==> src/rtl/scroller_pkg.sv <==
// -----------------------------------------------------------------------------
// scroller_pkg
// Shared types and constants for the lane scroller (river logs / traffic).
//   coord_t : 10-bit unsigned screen x coordinate
//   vel_t   : signed 2-bit per-lane velocity (+1, -1, 0)
//   X_LEFT_DEF / X_RIGHT_DEF : default playfield window edges
//   DIR_LEFT / DIR_RIGHT     : encoding of the per-lane direction input
//   init_x()                 : start position of object j in a lane
// -----------------------------------------------------------------------------
package scroller_pkg;

  typedef logic [9:0]        coord_t;
  typedef logic signed [1:0] vel_t;

  localparam coord_t X_LEFT_DEF  = 10'd96;
  localparam coord_t X_RIGHT_DEF = 10'd544;

  localparam logic DIR_LEFT  = 1'b0;
  localparam logic DIR_RIGHT = 1'b1;

  localparam vel_t VEL_NONE  = 2'sb00;
  localparam vel_t VEL_RIGHT = 2'sb01;
  localparam vel_t VEL_LEFT  = 2'sb11;

  // Initial layout: x_left + j*spacing, truncated to the 10-bit coordinate.
  function automatic coord_t init_x(input coord_t x_left, input int unsigned j,
                                    input coord_t spacing);
    logic [31:0] prod;
    prod = j * {22'd0, spacing};
    return x_left + prod[9:0];
  endfunction

endpackage

==> src/rtl/lane_scroller_lane.sv <==
// -----------------------------------------------------------------------------
// lane_scroller_lane
// One scrolling lane: step-divider counter, OBJS_PER_LANE x position registers
// with wrap-around, and registered step / velocity outputs.
//
// Build option: LANE_SPEEDUP_EN -- when defined, the step period is
// div >> speed_shift (clamped to 1 if div is nonzero); otherwise speed_shift
// is ignored and the period is div.
//
// Ports:
//   clk, reset        clock, synchronous active-high reset
//   run               1 = advance, 0 = pause (counter/positions hold)
//   restart           reload initial layout and clear counter
//   dir               1 = move right (+x), 0 = move left (-x)
//   div               step period in clocks, 0 = lane frozen
//   len               object length in pixels (sets the wrap points)
//   spacing           start spacing between consecutive objects
//   speed_shift       divider right-shift (speed-up build only)
//   obj_x             packed object x, object j at [j*10 +: 10]
//   step              1-cycle pulse in the cycle obj_x shows the new value
//   vel               signed velocity matching step (+1 / -1 / 0)
// -----------------------------------------------------------------------------
module lane_scroller_lane
  import scroller_pkg::*;
#(
  parameter int     OBJS_PER_LANE = 3,
  parameter int     DIV_W         = 24,
  parameter coord_t X_LEFT        = X_LEFT_DEF,
  parameter coord_t X_RIGHT       = X_RIGHT_DEF
) (
  input  logic                      clk,
  input  logic                      reset,
  input  logic                      run,
  input  logic                      restart,
  input  logic                      dir,
  input  logic [DIV_W-1:0]          div,
  input  logic [9:0]                len,
  input  logic [9:0]                spacing,
  input  logic [1:0]                speed_shift,
  output logic [OBJS_PER_LANE*10-1:0] obj_x,
  output logic                      step,
  output logic [1:0]                vel
);

  logic [DIV_W-1:0] eff_div;
  logic [DIV_W-1:0] cnt_q, cnt_d;
  logic             step_q, step_d;
  vel_t             vel_q, vel_d;
  coord_t           wrap_lo;

`ifdef LANE_SPEEDUP_EN
  logic [DIV_W-1:0] shifted;
  assign shifted = div >> speed_shift;
  // A nonzero divider never collapses to "frozen" through speed-up.
  assign eff_div = (shifted == '0 && div != '0) ? DIV_W'(1) : shifted;
`else
  logic unused_speed_shift;
  assign unused_speed_shift = ^speed_shift;
  assign eff_div = div;
`endif

  // Left-moving objects re-enter from X_RIGHT once fully off the left edge;
  // right-moving objects re-enter at this point, just off the left edge.
  assign wrap_lo = X_LEFT - len;

  always_comb begin
    cnt_d  = cnt_q;
    step_d = 1'b0;
    vel_d  = VEL_NONE;
    if (restart) begin
      cnt_d = '0;
    end else if (run && eff_div != '0) begin
      // >= so that a divider lowered below the running count steps at once.
      if (cnt_q >= eff_div - 1'b1) begin
        cnt_d  = '0;
        step_d = 1'b1;
        vel_d  = (dir == DIR_RIGHT) ? VEL_RIGHT : VEL_LEFT;
      end else begin
        cnt_d = cnt_q + 1'b1;
      end
    end
  end

  always_ff @(posedge clk) begin
    if (reset) begin
      cnt_q  <= '0;
      step_q <= 1'b0;
      vel_q  <= VEL_NONE;
    end else begin
      cnt_q  <= cnt_d;
      step_q <= step_d;
      vel_q  <= vel_d;
    end
  end

  generate
    for (genvar gi = 0; gi < OBJS_PER_LANE; gi++) begin : g_obj
      coord_t x_q, x_d, x_init;

      assign x_init = init_x(X_LEFT, gi, spacing);

      always_comb begin
        x_d = x_q;
        if (restart) begin
          x_d = x_init;
        end else if (step_d) begin
          if (dir == DIR_RIGHT) begin
            x_d = (x_q >= X_RIGHT) ? wrap_lo : x_q + 1'b1;
          end else begin
            x_d = (x_q <= wrap_lo) ? X_RIGHT : x_q - 1'b1;
          end
        end
      end

      always_ff @(posedge clk) begin
        if (reset) x_q <= x_init;
        else       x_q <= x_d;
      end

      assign obj_x[gi*10 +: 10] = x_q;
    end
  endgenerate

  assign step = step_q;
  assign vel  = vel_q;

endmodule

==> src/rtl/lane_scroller.sv <==
// -----------------------------------------------------------------------------
// lane_scroller
// NUM_LANES independent horizontal scrolling lanes, each with OBJS_PER_LANE
// objects moving across the window [X_LEFT, X_RIGHT]. Direction, step period,
// object length and spacing are runtime inputs per lane.
//
// Build option: LANE_SPEEDUP_EN -- enables divider right-shift by speed_shift.
//
// Ports:
//   clk, reset     clock, synchronous active-high reset
//   run            1 = lanes advance, 0 = pause
//   restart        synchronous reload of the initial layout
//   lane_dir       per lane: 1 = right, 0 = left
//   lane_div       per lane step period (DIV_W bits each), 0 = frozen
//   lane_len       per lane object length (10 bits each)
//   lane_spacing   per lane start spacing (10 bits each)
//   speed_shift    divider right-shift (speed-up build only)
//   obj_x          lane l object j at [(l*OBJS_PER_LANE+j)*10 +: 10]
//   lane_step      per lane 1-cycle step pulse
//   lane_vel       per lane signed 2-bit velocity at [l*2 +: 2]
// -----------------------------------------------------------------------------
module lane_scroller
  import scroller_pkg::*;
#(
  parameter int     NUM_LANES     = 6,
  parameter int     OBJS_PER_LANE = 3,
  parameter coord_t X_LEFT        = X_LEFT_DEF,
  parameter coord_t X_RIGHT       = X_RIGHT_DEF,
  parameter int     DIV_W         = 24
) (
  input  logic                                  clk,
  input  logic                                  reset,
  input  logic                                  run,
  input  logic                                  restart,
  input  logic [NUM_LANES-1:0]                  lane_dir,
  input  logic [NUM_LANES*DIV_W-1:0]            lane_div,
  input  logic [NUM_LANES*10-1:0]               lane_len,
  input  logic [NUM_LANES*10-1:0]               lane_spacing,
  input  logic [1:0]                            speed_shift,
  output logic [NUM_LANES*OBJS_PER_LANE*10-1:0] obj_x,
  output logic [NUM_LANES-1:0]                  lane_step,
  output logic [NUM_LANES*2-1:0]                lane_vel
);

  generate
    for (genvar gi = 0; gi < NUM_LANES; gi++) begin : g_lane
      lane_scroller_lane #(
        .OBJS_PER_LANE (OBJS_PER_LANE),
        .DIV_W         (DIV_W),
        .X_LEFT        (X_LEFT),
        .X_RIGHT       (X_RIGHT)
      ) u_lane (
        .clk         (clk),
        .reset       (reset),
        .run         (run),
        .restart     (restart),
        .dir         (lane_dir[gi]),
        .div         (lane_div[gi*DIV_W +: DIV_W]),
        .len         (lane_len[gi*10 +: 10]),
        .spacing     (lane_spacing[gi*10 +: 10]),
        .speed_shift (speed_shift),
        .obj_x       (obj_x[gi*OBJS_PER_LANE*10 +: OBJS_PER_LANE*10]),
        .step        (lane_step[gi]),
        .vel         (lane_vel[gi*2 +: 2])
      );
    end
  endgenerate

endmodule
==> config.mk <==
export PLATFORM = sky130hd
export DESIGN_NAME = lane_scroller
export DESIGN_NICKNAME = d
export VERILOG_FILES = /design/src/rtl/scroller_pkg.sv /design/src/rtl/lane_scroller_lane.sv /design/src/rtl/lane_scroller.sv
export SDC_FILE = /design/constraint.sdc
export NUM_CORES = 2
export LEC_CHECK = 0
export ABC_AREA = 1
export BUFFER_PORTS_ARGS = -buffer_cell sky130_fd_sc_hd__buf_2
export CAP_MARGIN = 20
export CELL_PAD_IN_SITES_DETAIL_PLACEMENT = 0
export CELL_PAD_IN_SITES_GLOBAL_PLACEMENT = 1
export CORE_MARGIN = 1.5
export CORE_UTILIZATION = 38
export DETAILED_ROUTE_END_ITERATION = 10
export GPL_TIMING_DRIVEN = 0
export HOLD_SLACK_MARGIN = 0.1
export PLACE_DENSITY = 0.85
export SLEW_MARGIN = 20
export SYNTH_ARGS = -nofsm -noshare
export SYNTH_HDL_FRONTEND = slang
export SYNTH_HIERARCHICAL = 1
export SYNTH_SLANG_ARGS = --single-unit
==> constraint.sdc <==
create_clock -name clk -period 2.7 [get_ports clk]
set_clock_uncertainty 0.2 [all_clocks]
set_input_delay 0.135 -clock clk [delete_from_list [all_inputs] [get_ports clk]]
set_output_delay 0.135 -clock clk [all_outputs]
set_load 0.01 [all_outputs]
==> impl_summary.log <==
INFO  metric result_of_the_run = completed
INFO  metric internal-power = 11.7 mW
INFO  metric die_height = 324 um
INFO  metric hold_violations = 0
INFO  metric seq_power_share = 33.2%
INFO  metric detail_route.vias_per_cell = 5.12
INFO  metric h-tree-depth = 2
INFO  metric cp_data_arrival_time = 2.94 ns
INFO  metric floorplan.die_area = 0.105 mm^2
INFO  metric cts_buffer_depth = 3
INFO  metric finish.instance_area = 0.0486 mm^2
INFO  metric timing.critical_path.buf_inv = 3
INFO  metric vdd_drop_max = 0.396 mV
INFO  metric cap_viol_max_count = 0
INFO  metric max_clock_freq = 0.380 GHz
INFO  metric period_minus_slack = 2.63 ns
INFO  metric initial_core_util = 38.3%
INFO  metric power_switching = 6.48 mW
INFO  metric post_synthesis_net_count = 6903
INFO  metric syn_area = 0.0390 mm^2
INFO  metric final_util = 47.7%
INFO  metric avgSynthCellArea = 6.28 um^2
INFO  metric max_slew_margin = 36.5%
INFO  metric placement_cell_area = 0.0434 mm^2
INFO  metric postSynth.topFlopCell = sky130_fd_sc_hd__dfxtp_1
INFO  metric cpMaxStageDelayCell = sky130_fd_sc_hd__dlygate4sd3_1
INFO  metric post-synth-top-area-cell = sky130_fd_sc_hd__nand2_1
INFO  metric transition_time_of_the_tightest_slew_check_pin = 0.949 ns
INFO  metric ant_nets = 0
INFO  metric clock-root-buffer = sky130_fd_sc_hd__clkbuf_16
INFO  metric power_leakage = 23.5 nW
INFO  metric route.final.wire_length = 141000 um
INFO  metric core-area = 0.102 mm^2
INFO  metric timing.critical_path.fanout_max = 7
INFO  metric mostFrequentLayoutCells = 1673 x sky130_fd_sc_hd__nand2_1, 863 x sky130_fd_sc_hd__nor2_1, 705 x sky130_fd_sc_hd__inv_1, 500 x sky130_fd_sc_hd__buf_2, 434 x sky130_fd_sc_hd__nand3_1
INFO  metric via_count_of_the_first_global_routing_pass = 39.3k
INFO  metric layout.cells.most_common = sky130_fd_sc_hd__nand2_1
INFO  metric cp_slowest_stage_delay = 0.52 ns
INFO  metric io_pins = 474
INFO  metric grt_usage = 25.5%
INFO  metric chip_width = 324 um
INFO  metric cts_buffers = 49
INFO  metric ys_warn_count = 6
INFO  metric netlist-cell-type-count = 45
INFO  metric clock_sink_count = 342
INFO  metric cp_top_family = simple AND/OR/NAND/NOR gates
INFO  metric grt_max_degree = 30
INFO  metric drc = 0
INFO  metric hold_path.class = in -> reg
INFO  metric finalMaxSlewViolations = 0
INFO  metric fin_crit_sh = 97.4%
INFO  metric cts_tree = yes
INFO  metric port-buffer-count = 465
INFO  metric synth_top_area_share = 16.2%
INFO  metric timing_worst_setup_path_type = in -> reg
INFO  metric crit_path_end_kind = register
INFO  metric worst_setup_path_start_kind = primary input
INFO  metric power_density = 375 mW/mm^2
INFO  metric place_congestion = 0.938
INFO  metric clk_transition_reported_paths = 0.06 ns
INFO  metric power.clock.fraction = 37.8%
INFO  metric vias = 43.2k
INFO  metric share_comb_of_total_power = 29.0%
INFO  metric wl_per_cell = 16.7 um
INFO  metric synth_enable_flop_cells = 120
INFO  metric grt_overflow_total = 0
INFO  metric dp_hpwl = 105000 um
INFO  metric crit_path_cell_trace = dlygate4sd3_1 > buf_2 > inv_1 > nand4_1 > nand2_1 > ha_1 > nand2_1 > nor2_1 > o211ai_1 > nand3_1 > nand3_2 > o21ai_0 > nand2_1 > nand2_1
INFO  metric detail_route.iter0.violations = 3112
INFO  metric finalNetCount = 7701
INFO  metric ys_async_rst_share = 0%
INFO  metric post_synth_main_area_contributors = sky130_fd_sc_hd__nand2_1 16%, sky130_fd_sc_hd__ha_1 13%, sky130_fd_sc_hd__dfxtp_1 11%
INFO  metric area_growth = 24.4%
INFO  metric synth_sequential_area_ratio = 20.6%
INFO  metric worst_ep_required_time = 3.01 ns
INFO  metric rows = 117
INFO  metric switching_share_of_power = 35.6%
INFO  metric clk-insertion-delay-late = 0.64 ns
INFO  metric cell_seen_most_often_among_critical_path_stages = sky130_fd_sc_hd__nand2_1
INFO  metric report.final.setup_viol = 0
INFO  metric fraction_of_layout_cells_with_a_size_suffix_above_1 = 14.6%
INFO  metric detailedRoute.firstPassIterationCount = 7
INFO  metric syn_inst = 6219
INFO  metric post_route_setup_tns = 0 ns
INFO  metric wire_length_of_the_first_global_routing_pass = 214000 um
INFO  metric yosys_register_bits = 342
INFO  metric grt_antenna_before_repair = 17
-- state kept, by name, indices dropped and copies added, names as in the netlist --
name,count
g_lane.u_lane/cnt_q,144
g_lane.u_lane/g_obj.x_q,180
g_lane.u_lane/step,6
g_lane.u_lane/vel,12
-- power groups by stage --
stage / Sequential, mW / Clock [mW] / Combinational, mW
after CTS: 6.05 / 7.10 / 4.89
after global routing: 6.05 / 7.29 / 5.90
after detailed placement: 6.16 / 0 / 4.59
after floorplan: 6.09 / 0 / 2.93
final: 6.03 / 6.88 / 5.28
after global placement: 6.16 / 0 / 4.52
-- kinds of logic (layout without fill, tap and decap cells) --
group                    after synthesis  count (layout)  synth area share [%]
AND/OR/NAND/NOR                     3444            3444                  38.1
buffers and inverters                876            1715                  9.05
AO/OA/AOI/OAI                        763             763                  10.5
adder cells (fa/ha/maj)              408             408                  13.1
XOR/XNOR                             386             386                  8.66
flip-flops                           342             342                  20.6
other                                  0              12                     0
-- tightest hold or removal path, stage by stage --
cell	delay, ns
sky130_fd_sc_hd__buf_2	0.12
sky130_fd_sc_hd__nand3_2	0.11
sky130_fd_sc_hd__nand2_2	0.11
sky130_fd_sc_hd__nand2_1	0.10
sky130_fd_sc_hd__o211ai_1	0.08
sky130_fd_sc_hd__nand3_1	0.09
sky130_fd_sc_hd__nand2_1	0.05
sky130_fd_sc_hd__inv_1	0.04
-- final timing paths --
check        cells past startpoint  slack [ns]                               end                             start
max reg2reg                      9        0.08  g_lane[2].u_lane/g_obj[2].x_q[9]  g_lane[2].u_lane/g_obj[2].x_q[7]
max                             14        0.07  g_lane[4].u_lane/g_obj[2].x_q[2]                      lane_len[47]
min reg2reg                      2        0.32         g_lane[0].u_lane/cnt_q[0]         g_lane[0].u_lane/cnt_q[0]
min                              8        0.11  g_lane[0].u_lane/g_obj[2].x_q[8]                       lane_len[8]
-- final cells by class --
class / count / area [um^2]
clock buffers: 66 / 1350
flip-flops and latches: 342 / 8050
fillers: 10669 / 53300
diodes: 12 / 30.0
well taps: 1368 / 1710
inverters: 750 / 2860
plain buffers: 126 / 759
repair buffers: 747 / 5170
multi-input cells: 5001 / 28300
clock inverters: 26 / 327
-- stage by stage --
stage / hold WS, ns / std cells / power (mW) / worst slack, ns
after floorplan: 0.0986 / 6219 / 9.02 / -0.0266
after global placement: 0.239 / 8052 / 10.7 / -0.715
after detailed placement: 0.238 / 8052 / 10.8 / -0.747
after CTS: 0.100 / 8335 / 18.0 / 0.0144
after global routing: 0.140 / 8436 / 19.2 / -0.0735
final: 0.113 / 8438 / 18.2 / 0.0710
-- Yosys cell counts, types with 6 or more instances --
| library cell | n |
|---|---|
| sky130_fd_sc_hd__nand2_1 | 1688 |
| sky130_fd_sc_hd__nor2_1 | 902 |
| sky130_fd_sc_hd__inv_1 | 718 |
| sky130_fd_sc_hd__nand3_1 | 459 |
| sky130_fd_sc_hd__ha_1 | 408 |
| sky130_fd_sc_hd__a21oi_1 | 336 |
| sky130_fd_sc_hd__xor2_1 | 325 |
| sky130_fd_sc_hd__o21ai_0 | 277 |
| sky130_fd_sc_hd__dfxtp_1 | 222 |
| sky130_fd_sc_hd__nand4_1 | 123 |
| sky130_fd_sc_hd__edfxtp_1 | 120 |
| sky130_fd_sc_hd__nor3_1 | 80 |
| sky130_fd_sc_hd__xnor2_1 | 61 |
| sky130_fd_sc_hd__clkbuf_1 | 50 |
| sky130_fd_sc_hd__o211ai_1 | 43 |
| sky130_fd_sc_hd__buf_2 | 42 |
| sky130_fd_sc_hd__nor2_2 | 34 |
| sky130_fd_sc_hd__or2_2 | 32 |
| sky130_fd_sc_hd__o22ai_1 | 28 |
| sky130_fd_sc_hd__inv_2 | 26 |
| sky130_fd_sc_hd__nand3_2 | 26 |
| sky130_fd_sc_hd__nor3_2 | 24 |
| sky130_fd_sc_hd__nand2_4 | 21 |
| sky130_fd_sc_hd__buf_6 | 19 |
| sky130_fd_sc_hd__a21o_1 | 18 |
| sky130_fd_sc_hd__o21ai_1 | 17 |
| sky130_fd_sc_hd__o21bai_1 | 17 |
| sky130_fd_sc_hd__o21a_1 | 13 |
| sky130_fd_sc_hd__a31oi_1 | 12 |
| sky130_fd_sc_hd__nor2_4 | 9 |
| sky130_fd_sc_hd__nor4_1 | 8 |
| sky130_fd_sc_hd__nand3b_1 | 7 |
| sky130_fd_sc_hd__and2_1 | 6 |
| sky130_fd_sc_hd__buf_1 | 6 |
| sky130_fd_sc_hd__buf_4 | 6 |
| sky130_fd_sc_hd__nand2_2 | 6 |
| sky130_fd_sc_hd__nand3_4 | 6 |
-- layer usage --
layer | part of all wire [%] | track usage, % | vias to the layer above
met3 | 7.1 | 4.05 | 239
met1 | 44 | 33.7 | 19834
li1 | - | - | 21827
met2 | 46 | 42.1 | 1314
met4 | 2.9 | 8.67 | 10
met5 | 0.034 | 0 | -
-- repair_timing --
action                                  CTS  global route
endpoints found under the setup margin   22           381
endpoints found under the hold margin   215             0
cloned                                    0            15
buffers inserted                          2            78
gates resized for setup                   2           154
hold buffers                            189             0
pin swaps                                 2            50
Power figures use the tool's default switching activity.
